### src/rtl/fetch_unit_pkg.sv
// Shared types and constants for the instruction fetch unit.
package fetch_unit_pkg;

  typedef enum logic [1:0] {
    IDLE = 2'd0,
    REQ  = 2'd1,
    HOLD = 2'd2
  } fetch_state_e;

  localparam logic [63:0] PC_INCR   = 64'd4;
  localparam logic [31:0] NOP_INSTR = 32'hD503201F;

  // Redirect targets are always word aligned; the low two bits are dropped.
  function automatic logic [63:0] align_target(input logic [63:0] target);
    return target & ~64'h3;
  endfunction

endpackage

### src/rtl/fetch_unit_pc_incrementer.sv
// 64-bit sequential PC adder (+4, wraps modulo 2^64).
module fetch_unit_pc_incrementer
  import fetch_unit_pkg::*;
(
  input  logic [63:0] pc,
  output logic [63:0] pc_next
);

  assign pc_next = pc + PC_INCR;

endmodule

### src/rtl/fetch_unit.sv
// Instruction fetch unit: issues sequential imem requests, handles downstream
// stall via a one-entry hold buffer and absorbs branch redirects.
// Optional macro FETCH_BUBBLE_NOP_EN: invalid/discarded slots present a NOP
// with the current pc instead of holding the previous instruction.
module fetch_unit
  import fetch_unit_pkg::*;
#(
  parameter logic [63:0] RESET_PC = 64'h0
) (
  input  logic        clk,
  input  logic        reset,
  input  logic        stall,
  input  logic        branchTaken,
  input  logic [63:0] branchTarget,
  output logic        imem_req,
  output logic [63:0] imem_addr,
  input  logic        imem_ready,
  input  logic [31:0] imem_rdata,
  output logic [31:0] instruction_Fetch,
  output logic [63:0] programCounter_Fetch,
  output logic        fetchValid
);

  fetch_state_e state;
  logic [63:0]  pc;
  logic [63:0]  pc_plus4;
  logic         redirect_pending;
  logic [63:0]  redirect_target;
  logic [31:0]  hold_instr;
  logic [63:0]  hold_pc;

  fetch_unit_pc_incrementer u_pc_incrementer (
    .pc      (pc),
    .pc_next (pc_plus4)
  );

  // The request address is the pc register itself, so it cannot move while
  // a request is outstanding: pc only changes on acceptance or in HOLD.
  assign imem_addr = pc;

`ifdef FETCH_BUBBLE_NOP_EN
  logic bubble;

  // Flags every cycle whose outcome is fetchValid going low.
  always_comb begin
    bubble = 1'b0;
    if (state == REQ) begin
      bubble = imem_ready ? (branchTaken || redirect_pending) : !stall;
    end else if (state == HOLD) begin
      bubble = branchTaken;
    end
  end
`endif

  // Fetch FSM with registered pc, request and fetch-stage outputs.
  always_ff @(posedge clk) begin
    if (!reset) begin
      state                <= IDLE;
      pc                   <= RESET_PC;
      imem_req             <= 1'b0;
      fetchValid           <= 1'b0;
      instruction_Fetch    <= 32'h0;
      programCounter_Fetch <= 64'h0;
      redirect_pending     <= 1'b0;
      redirect_target      <= 64'h0;
      hold_instr           <= 32'h0;
      hold_pc              <= 64'h0;
    end else begin
`ifdef FETCH_BUBBLE_NOP_EN
      if (bubble) begin
        instruction_Fetch    <= NOP_INSTR;
        programCounter_Fetch <= pc;
      end
`endif
      case (state)
        IDLE: begin
          state    <= REQ;
          imem_req <= 1'b1;
        end
        REQ: begin
          if (imem_ready) begin
            if (branchTaken || redirect_pending) begin
              // Wrong-path response: drop it; a fresh branch beats a stored one.
              pc               <= branchTaken ? align_target(branchTarget) : redirect_target;
              redirect_pending <= 1'b0;
              fetchValid       <= 1'b0;
            end else if (stall) begin
              hold_instr <= imem_rdata;
              hold_pc    <= pc;
              pc         <= pc_plus4;
              state      <= HOLD;
              imem_req   <= 1'b0;
            end else begin
              instruction_Fetch    <= imem_rdata;
              programCounter_Fetch <= pc;
              fetchValid           <= 1'b1;
              pc                   <= pc_plus4;
            end
          end else begin
            // Request stays up until accepted; redirect is deferred.
            if (branchTaken) begin
              redirect_pending <= 1'b1;
              redirect_target  <= align_target(branchTarget);
            end
            if (!stall) begin
              fetchValid <= 1'b0;
            end
          end
        end
        HOLD: begin
          if (branchTaken) begin
            pc         <= align_target(branchTarget);
            fetchValid <= 1'b0;
            hold_instr <= 32'h0;
            hold_pc    <= 64'h0;
            state      <= REQ;
            imem_req   <= 1'b1;
          end else if (!stall) begin
            instruction_Fetch    <= hold_instr;
            programCounter_Fetch <= hold_pc;
            fetchValid           <= 1'b1;
            state                <= REQ;
            imem_req             <= 1'b1;
          end
        end
        default: begin
          state    <= IDLE;
          imem_req <= 1'b0;
        end
      endcase
    end
  end

endmodule

### config.mk
export PLATFORM = sky130hd
export DESIGN_NAME = fetch_unit
export DESIGN_NICKNAME = d
export VERILOG_FILES = /design/src/rtl/fetch_unit_pkg.sv /design/src/rtl/fetch_unit_pc_incrementer.sv /design/src/rtl/fetch_unit.sv
export SDC_FILE = /design/constraint.sdc
export NUM_CORES = 1
export LEC_CHECK = 0
export CAP_MARGIN = 20
export CORE_MARGIN = 3
export CORE_UTILIZATION = 45
export DETAILED_ROUTE_END_ITERATION = 8
export GPL_TIMING_DRIVEN = 0
export PLACE_DENSITY = 0.69
export REMOVE_ABC_BUFFERS = 1
export SYNTH_ARGS = -nofsm -noshare
export SYNTH_HDL_FRONTEND = slang
export SYNTH_HIERARCHICAL = 1
export SYNTH_SLANG_ARGS = --single-unit
### constraint.sdc
create_clock -name clk -period 4.1 [get_ports clk]
set_input_delay 1.025 -clock clk [delete_from_list [all_inputs] [get_ports clk]]
set_output_delay 1.025 -clock clk [all_outputs]
set_load 0.005 [all_outputs]
; Yosys cells after proc, flatten, opt, wreduce, memory -nomap -nowiden
; Cells that the tools add are included.
[classes]
n_div = 0
n_mux = 48
n_mul = 0
bitwise_logic = 1
eq_ne = 12
shifts = 0
add_sub_neg = 1
order_cmp = 0
reduce_logical = 11
[ops]
columns = operator, n
row1 = 64-bit 2-to-1 mux, 13
row2 = 64-bit one-hot mux with 2 select lines, 3
row3 = 32-bit 2-to-1 mux, 9
row4 = 32-bit one-hot mux with 2 select lines, 2
row5 = "64-bit by 3-bit adder with 64-bit output, second input constant", 1
row6 = "2-bit inequality test, second input constant", 7
row7 = 1-bit 2-to-1 mux, 13
row8 = 2-bit 2-to-1 mux, 5
row9 = "3-bit inequality test, second input constant", 2
row10 = 2-bit one-hot mux with 3 select lines, 1
row11 = 3-bit AND reduction, 2
row12 = 6-bit AND reduction, 1
row13 = 5-bit AND reduction, 1
row14 = 2-bit AND reduction, 2
row15 = 4-bit AND reduction, 1
row16 = 2-bit nonzero test, 2
row17 = 1-bit one-hot mux with 3 select lines, 1
row18 = "2-bit by 1-bit equality test with 1-bit output, second input constant", 1
row19 = "2-bit equality test, second input constant", 1
row20 = 2-bit logical NOT, 1
row21 = "2-bit by 1-bit inequality test with 1-bit output, second input constant", 1
row22 = 1-bit one-hot mux with 2 select lines, 1
row23 = 1-bit logical OR, 1
row24 = 1-bit inverter, 1
[totals]
wordCells = 83
output_inout_bits = 162
latch_bits = 0
mem_bits_rw = 0
register_bits = 325
rom_bits = 0
n_memories = 0

; Logic depth before layout (Yosys ltp)
; Gate-level depths: netlist of run 1.
[depth]
depth_word = 4
depth_mapped = 11
ltp_nobuf = 9

; Cells and area by module
; The synthesis of run 1 kept the hierarchy.
[by_module_without_submodules]
columns = mod, cells_each, seq_area_each_um2, n_inst, area_each_um2
row1 = fetch_unit, 1742, 6486.2, 1, 14620.3
row2 = fetch_unit_pc_incrementer, 199, 0.0, 1, 1267.5

; Worst setup path after synthesis of run 1
; OpenSTA, ideal clock, no wires.
[synth_timing]
path_kind = flip-flop to flip-flop
startpoint = register pc[2], in the netlist imem_addr[2]
endpoint = register pc[58], in the netlist imem_addr[58]
path_stages_with_launch = 12
path_buffers = 2
t_arrival_ns = 2.747
synth_period_minus_slack_ns = 2.884
required_ns = 3.962
path_slack_ns = 1.216
cell_sequence = dfxtp_1 ha_1 nand3_1 or2_2 clkbuf_1 or4_4 buf_6 nor4_4 xor2_1 nor2b_1 a2111oi_0 o32ai_1
[synth_via]
elab_chain_cells = 4
[synth_rtl]
columns = item, line_no
row1 = "start, declared", fetch_unit.sv:25  ; logic [63:0] pc;
row2 = "start signal, assigned", fetch_unit.sv:84  ; pc <= branchTaken ? align_target(branchTarget) : redirect_target;
row3 = "start signal, assigned", fetch_unit.sv:90  ; pc <= pc_plus4;
row4 = "start signal, assigned", fetch_unit.sv:97  ; pc <= pc_plus4;
row5 = 64-bit by 3-bit adder with 64-bit output, fetch_unit_pc_incrementer.sv:9  ; assign pc_next = pc + PC_INCR;
row6 = named net pc_plus4[58], fetch_unit.sv:26  ; logic [63:0] pc_plus4;
row7 = 64-bit 2-to-1 mux, fetch_unit.sv:82  ; if (branchTaken || redirect_pending) begin
row8 = 64-bit 2-to-1 mux, fetch_unit.sv:81  ; if (imem_ready) begin
row9 = 64-bit one-hot mux with 2 select lines, fetch_unit.sv:75  ; case (state)
; The timed path passes the listed nets, and every way through them passes these cells. The select of a mux whose other input is x is not followed.
; A chain may end at the register's enable or synchronous reset.

; Final worst setup path of run 1
[layout_timing]
startpoint = input port branchTaken
endpoint = register pc[6], in the netlist imem_addr[6]
[layout_via]
elab_chain_cells = 4
word_cells_on_any_way = 7
cone_classes = eq/ne: 1 / mux: 4 / reduce/logical: 2
[layout_rtl]
columns = item, line_no
row1 = "start, declared", fetch_unit.sv:13  ; input logic branchTaken,
row2 = 64-bit 2-to-1 mux or 1-bit logical OR (tied branches), --
row3 = 64-bit 2-to-1 mux, fetch_unit.sv:82
row4 = 64-bit 2-to-1 mux, fetch_unit.sv:81
row5 = 64-bit one-hot mux with 2 select lines, fetch_unit.sv:75
; Parallel ways exist; a longest one is shown, timed or not. The select of a mux whose other input is x is not followed.

==> results.toml, run 1 <==
[status]
status = "complete, no violations"

[drt]
wl_per_cell_um = 20.18
drcViolationCount = 0
drt-total-wl_mm = 51.16
vias = 15450
drtIter0Drc = 1216
ant_nets = 0
viasPerCell = 6.096
first_pass_iters = 6

[placed_design]
globalplace.congestion = 0.7627
postPlaceCellArea_um2 = 18730
place_inst = 2466
dp_hpwl_mm = 30.59
port_buffers = 260

[final_layout]
final_area_um2 = 19980
regArea_um2 = 6490
drive_gt1_frac = 0.07119
layout.cells.non_filler = 2535
fin_nets = 2153
final.fill_count = 3088
post-route-util = 0.5756
multi_input_area_um2 = 7871
syn2layout_area_growth_pct = 25.76

[clocking]
path_clk_slew_ns = 0.06
post_cts.repair.setup_buffers = 0
cts_sinks = 324
clock_latency_ns = 0.52
holdBufCountCts = 0
cts_buffer_depth = 3
tritoncts = "done"
cts_max_level = 2
cts_resized = 0
numCtsBuffers = 38
cts_root_buffer = "clkbuf_16"

[critical_path]
r2r_slack_ns = 0.51
worstPathRequired_ns = 4.51
critical_path_arrival_ns = 4.09
worstPathCellList = "buf_4, nand3b_4, buf_16, a21o_2, buf_12, o32ai_1"
worst_path_max_delay_cell = "nand3b_4"
end_kind = "flop"
slowest_delay_ns = 0.75
cp-start-kind = "primary input"
critPathMaxFanout = 70
criticalPathCategory = "primary input to flop"
reg2reg_depth = 9

[global_route]
grt_use_total = 0.2559
grt_pass1_wl_mm = 81.54
antenna_found_initial = 4
grt.overflow.total = 0
grt_pass1_vias = 15090
grt_max_degree = 144

[hold_path]
min_path_type = "flop to flop"
hold_path_depth = 2

[power]
total_power_mw = 7.665
peakVddDrop_v = 0.0002797
leakage_nw = 6.569
powerDensity_nw_per_um2 = 383.6

[timing]
fin_crit_sh = 0.8976
fin_crit_ns = 3.680
tightestPinTransition_ns = 1.009
skew_ns = 0.02089
drv_slew = 0
max_freq_ghz = 0.2717
finalSetupViolCount = 0
relSlewSlack = 0.3261
hold_viol = 0
rsz0062_at_grt = "false"

[job]
max_cap_viol_count = 0

[floorplan]
rows = 68
die-area_um2 = 37600
io_pins = 263
die_h_um = 193.9
die_w_um = 193.9
start_util = 0.4577
core_um2 = 34710

[synth]
ys.warnings.count = 6
ys_ff_latch = 324
syn-cell-area_um2 = 15890
synth_area_per_cell_um2 = 8.185
ys_types = 50
synth_cells = 1941
async_flop_share = 0
seq_area_frac_synth = 0.4083
synthFlopType = "dfxtp_1"
synth-edff-count = 0
## routing by layer
| metal | wire length (um) | GRT usage |
|---|---|---|
| met1 | 22500 | 0.3487 |
| met4 | 936 | 0.06702 |
| met3 | 3704 | 0.04639 |
| met5 | 34 | 0 |
| met2 | 23990 | 0.4214 |
## cells by family (layout without fill, tap and decap cells)
| family | count (synthesis) | count (layout) | synth area share |
|---|---|---|---|
| buffers and inverters | 386 | 524 | 0.1019 |
| xor gates and xnor gates | 61 | 61 | 0.03363 |
| other | 0 | 1 | 0 |
| adders and majority gates | 1 | 1 | 0.0007874 |
| and+or+nand+nor | 428 | 428 | 0.1373 |
| muxes | 2 | 2 | 0.001417 |
| AOI/OAI and AO/OA | 739 | 739 | 0.3167 |
| DFF | 324 | 324 | 0.4083 |
## worst max-delay path, delay by kind of cell
kind | cells | cell delay (ns)
and+or+nand+nor | 1 | 0.75
buffers and inverters | 3 | 1.40
AOI/OAI and AO/OA | 2 | 0.82
## where the power goes
group | internal, mW | switching [mW] | total, mW
sequential | 3.25 | 0.124 | 3.37
clock | 2.06 | 1.33 | 3.38
combinational | 0.411 | 0.496 | 0.906
## synthesized netlist by cell type, types with 2 or more instances
cell       number  area (um^2)
dfxtp_1       324         6486
a21oi_1       321         1607
inv_1         170        638.1
nand2_1       151        566.8
clkbuf_1      148        555.5
nand3_1       112        560.5
o211ai_1       96        720.7
o21ai_0        96        480.5
nor2b_1        67        419.2
a2111oi_0      62        543.0
o32ai_1        62        543.0
a221oi_1       56        490.5
a221oi_2       40        600.6
buf_2          40        200.2
xor2_1         37        324.1
xnor2_1        24        210.2
nor2_1         23        86.33
nand4_1        22        137.6
nor3_1         16        80.08
buf_6          14        157.7
buf_1           9        33.78
nor4_1          8        50.05
and4_1          4        35.03
buf_4           4        30.03
and3_1          3        18.77
or2_2           3        18.77
a21o_1          2        15.01
and2_1          2        12.51
mux2_2          2        22.52
nand2b_1        2        12.51
or4_4           2        22.52
## stage by stage
step,setup slack (ns),setup TNS (ns),hold slack [ns]
after floorplan,-3.372,-565.42,0.4338
after global placement,-8.715,-2211.35,0.4392
after detailed placement,-0.03855,-0.2644,0.4442
after CTS,0.5087,0,0.4538
after global routing,0.3009,0,0.4701
final,0.4197,0,0.4508
## path summary, 6_finish.rpt
kind	from	to
max	branchTaken	imem_addr[6]$_SDFFE_PN0P_
min	redirect_target[55]$_SDFFE_PN0P_	redirect_target[55]$_SDFFE_PN0P_
max reg2reg	imem_addr[13]$_SDFFE_PN0P_	imem_addr[51]$_SDFFE_PN0P_
min reg2reg	redirect_target[55]$_SDFFE_PN0P_	redirect_target[55]$_SDFFE_PN0P_
## layout by cell type, fill, tap and decap left out, types with 3 or more instances in the layout
cell	synthesis	final
a2111oi_0	62	62
a21oi_1	321	321
a221oi_1	56	56
a221oi_2	40	40
and3_1	3	3
and4_1	4	4
buf_12	0	9
buf_16	0	11
buf_6	14	3
clkbuf_1	148	12
clkbuf_16	0	41
clkbuf_8	0	6
clkdlybuf4s50_1	0	259
clkinv_2	0	6
dfxtp_1	324	323
inv_1	170	169
nand2_1	151	151
nand3_1	112	111
nand4_1	22	22
nor2_1	23	23
nor2b_1	67	65
nor3_1	16	16
nor4_1	8	8
o211ai_1	96	96
o21ai_0	96	96
o32ai_1	62	62
or2_2	3	3
xnor2_1	24	24
xor2_1	37	37
## final cells by class
type                       count  share of cell area
antenna                        1           0.0001252
clock buffer                  59             0.05774
clock inverter                 9            0.004884
inverter                     171             0.03250
multi-input combinational   1231              0.3940
sequential                   324              0.3248
tap                          455             0.02849
timing repair buffer         285              0.1575
## state kept, by name (all words and copies together) (netlist names)
name / cells
hold_pc: 64
state: 2
instruction_Fetch: 32
programCounter_Fetch: 64
redirect_target: 64
imem_addr: 64
redirect_pending: 1
hold_instr: 32
fetchValid: 1
Power figures use the tool's default switching activity.
==> run 2: changes to the inputs <==
- SKIP_CTS_REPAIR_TIMING: default -> 1
- clock period: 4.1 -> 4 ns (I/O delays scaled with it)
==> results of run 2 <==
Same layout as run 1 (identical final DEF). Status: complete, no violations.
Among the figures that moved: setup slack after placement -0.03855 ns -> -0.1135 ns; setup slack after layout 0.4197 ns -> 0.3447 ns; register-to-register setup slack 0.51 ns -> 0.41 ns; total power 7.665 mW -> 7.857 mW; worst IR drop on VDD 0.0002797 V -> 0.0002867 V
==> run 3: changes to the inputs <==
- CORE_MARGIN: 3 -> 4
- MAX_ROUTING_LAYER: default -> met4
==> run 3 against run 2 <==
Worst hold slack better by 0.0017 ns. Combinational power about the same. Cell count down 0.12%. Worst setup slack better by 0.0019 ns. First-iteration DRC count up 1.2%. Critical path depth unchanged. Clock power down 7.2%. Sequential power about the same. Die area up 2.1%. Via count up 0.80%. Critical path type unchanged. Largest cell class unchanged. Largest power group is now registers. Highest routed layer is now met4.
==> results.toml, run 3 (synthesized netlist as in run 1, its figures left out) <==
[clocking]
numCtsBuffers = 37
cts_max_level = 2
clock_latency_ns = 0.51
cts_root_buffer = "clkbuf_16"
cts_sinks = 324
tritoncts = "done"
path_clk_slew_ns = 0.06
cts_buffer_depth = 3

[global_route]
antenna_found_initial = 5
grt_use_total = 0.2599
grt_max_degree = 137
grt.overflow.total = 0
grt_pass1_wl_mm = 81.68
grt_pass1_vias = 15020

[critical_path]
worstPathCellList = "buf_4, nand3b_4, buf_16, a21o_2, buf_12, o32ai_1"
cp-start-kind = "primary input"
criticalPathCategory = "primary input to flop"
worstPathRequired_ns = 4.40
slowest_delay_ns = 0.76
critPathMaxFanout = 70
end_kind = "flop"
critical_path_arrival_ns = 4.05
worst_path_max_delay_cell = "nand3b_4"

[floorplan]
core_um2 = 34710
rows = 68
die_h_um = 195.9
start_util = 0.4577
die-area_um2 = 38380
io_pins = 263
die_w_um = 195.9

[placed_design]
postPlaceCellArea_um2 = 18720
globalplace.congestion = 0.7814
dp_slack_ns = -0.3323
place_inst = 2465
dp_hpwl_mm = 31.21
port_buffers = 260

[drt]
viasPerCell = 6.152
vias = 15580
drtIter0Drc = 1230
ant_nets = 0
first_pass_iters = 7
drt-total-wl_mm = 51.67
wl_per_cell_um = 20.41
drcViolationCount = 0

[timing]
worst_slack_ns = 0.3466
rsz0062_at_grt = "false"
relSlewSlack = 0.3738
drv_slew = 0
tightestPinTransition_ns = 0.9393
hold_viol = 0
setup_tns_ns = 0
fin_crit_sh = 0.9134
max_freq_ghz = 0.2737
hold-worst-slack_ns = 0.4525
skew_ns = 0.01945
fin_crit_ns = 3.653
finalSetupViolCount = 0

[status]
status = "complete, no violations"

[final_layout]
layout.cells.non_filler = 2532
fin_nets = 2154
syn2layout_area_growth_pct = 25.13
final_cell_mix = "dfxtp_1 (323), a21oi_1 (321), clkdlybuf4s50_1 (258), inv_1 (169), nand2_1 (151)"
final.fill_count = 3133
layout_commonest_cell = "dfxtp_1"
drive_gt1_frac = 0.06898
post-route-util = 0.5727
final_area_um2 = 19880

[hold_path]
min_path_type = "flop to flop"

[job]
max_cap_viol_count = 0

[power]
powerDensity_nw_per_um2 = 382.9
total_power_mw = 7.612
leakage_nw = 6.521
peakVddDrop_v = 0.0003454
==> run 3: worst paths after layout <==
path	depth (start not counted)	to	start	slack [ns]
worst max-delay path	6	imem_addr[29]$_SDFFE_PN0P_	branchTaken	0.35
worst max register to register	6	programCounter_Fetch[62]$_SDFFE_PN0P_	state[0]$_SDFFE_PN0P_	0.37
worst min-delay path	2	redirect_target[53]$_SDFFE_PN0P_	redirect_target[53]$_SDFFE_PN0P_	0.45
worst min register to register	2	redirect_target[53]$_SDFFE_PN0P_	redirect_target[53]$_SDFFE_PN0P_	0.45
==> run 3: critical path, delay by kind of cell <==
kind / cells / cell delay, ns
AOI/OAI and AO/OA: 2 / 0.81
and+or+nand+nor: 1 / 0.76
buffers and inverters: 3 / 1.35
==> run 3: layer usage <==
metal  vias to the layer above  wire [um]  global-route usage
met5                         -          0                   -
met4                         0       1183             0.06284
met3                        84       3633             0.04276
met2                       598      24340              0.4153
met1                      7628      22510              0.3473
li1                       7268          -                   -
==> run 3: layout make-up <==
| cell class | count | area, um^2 | area share |
|---|---|---|---|
| sequential | 324 | 6490 | 0.3265 |
| tap | 455 | 569.3 | 0.02864 |
| timing repair buffer | 286 | 3153 | 0.1586 |
| clock inverter | 7 | 85.08 | 0.004280 |
| multi-input combinational | 1232 | 7888 | 0.3968 |
| inverter | 171 | 649.4 | 0.03266 |
| antenna | 4 | 10.01 | 0.0005035 |
| clock buffer | 53 | 1036 | 0.05211 |
==> run 3: power breakdown <==
part / leakage (nW) / switching (mW) / internal [mW]
Clock: 0.553 / 1.31 / 1.91
Sequential: 2.63 / 0.133 / 3.33
Combinational: 3.34 / 0.506 / 0.422
Total: 6.52 / 1.94 / 5.67
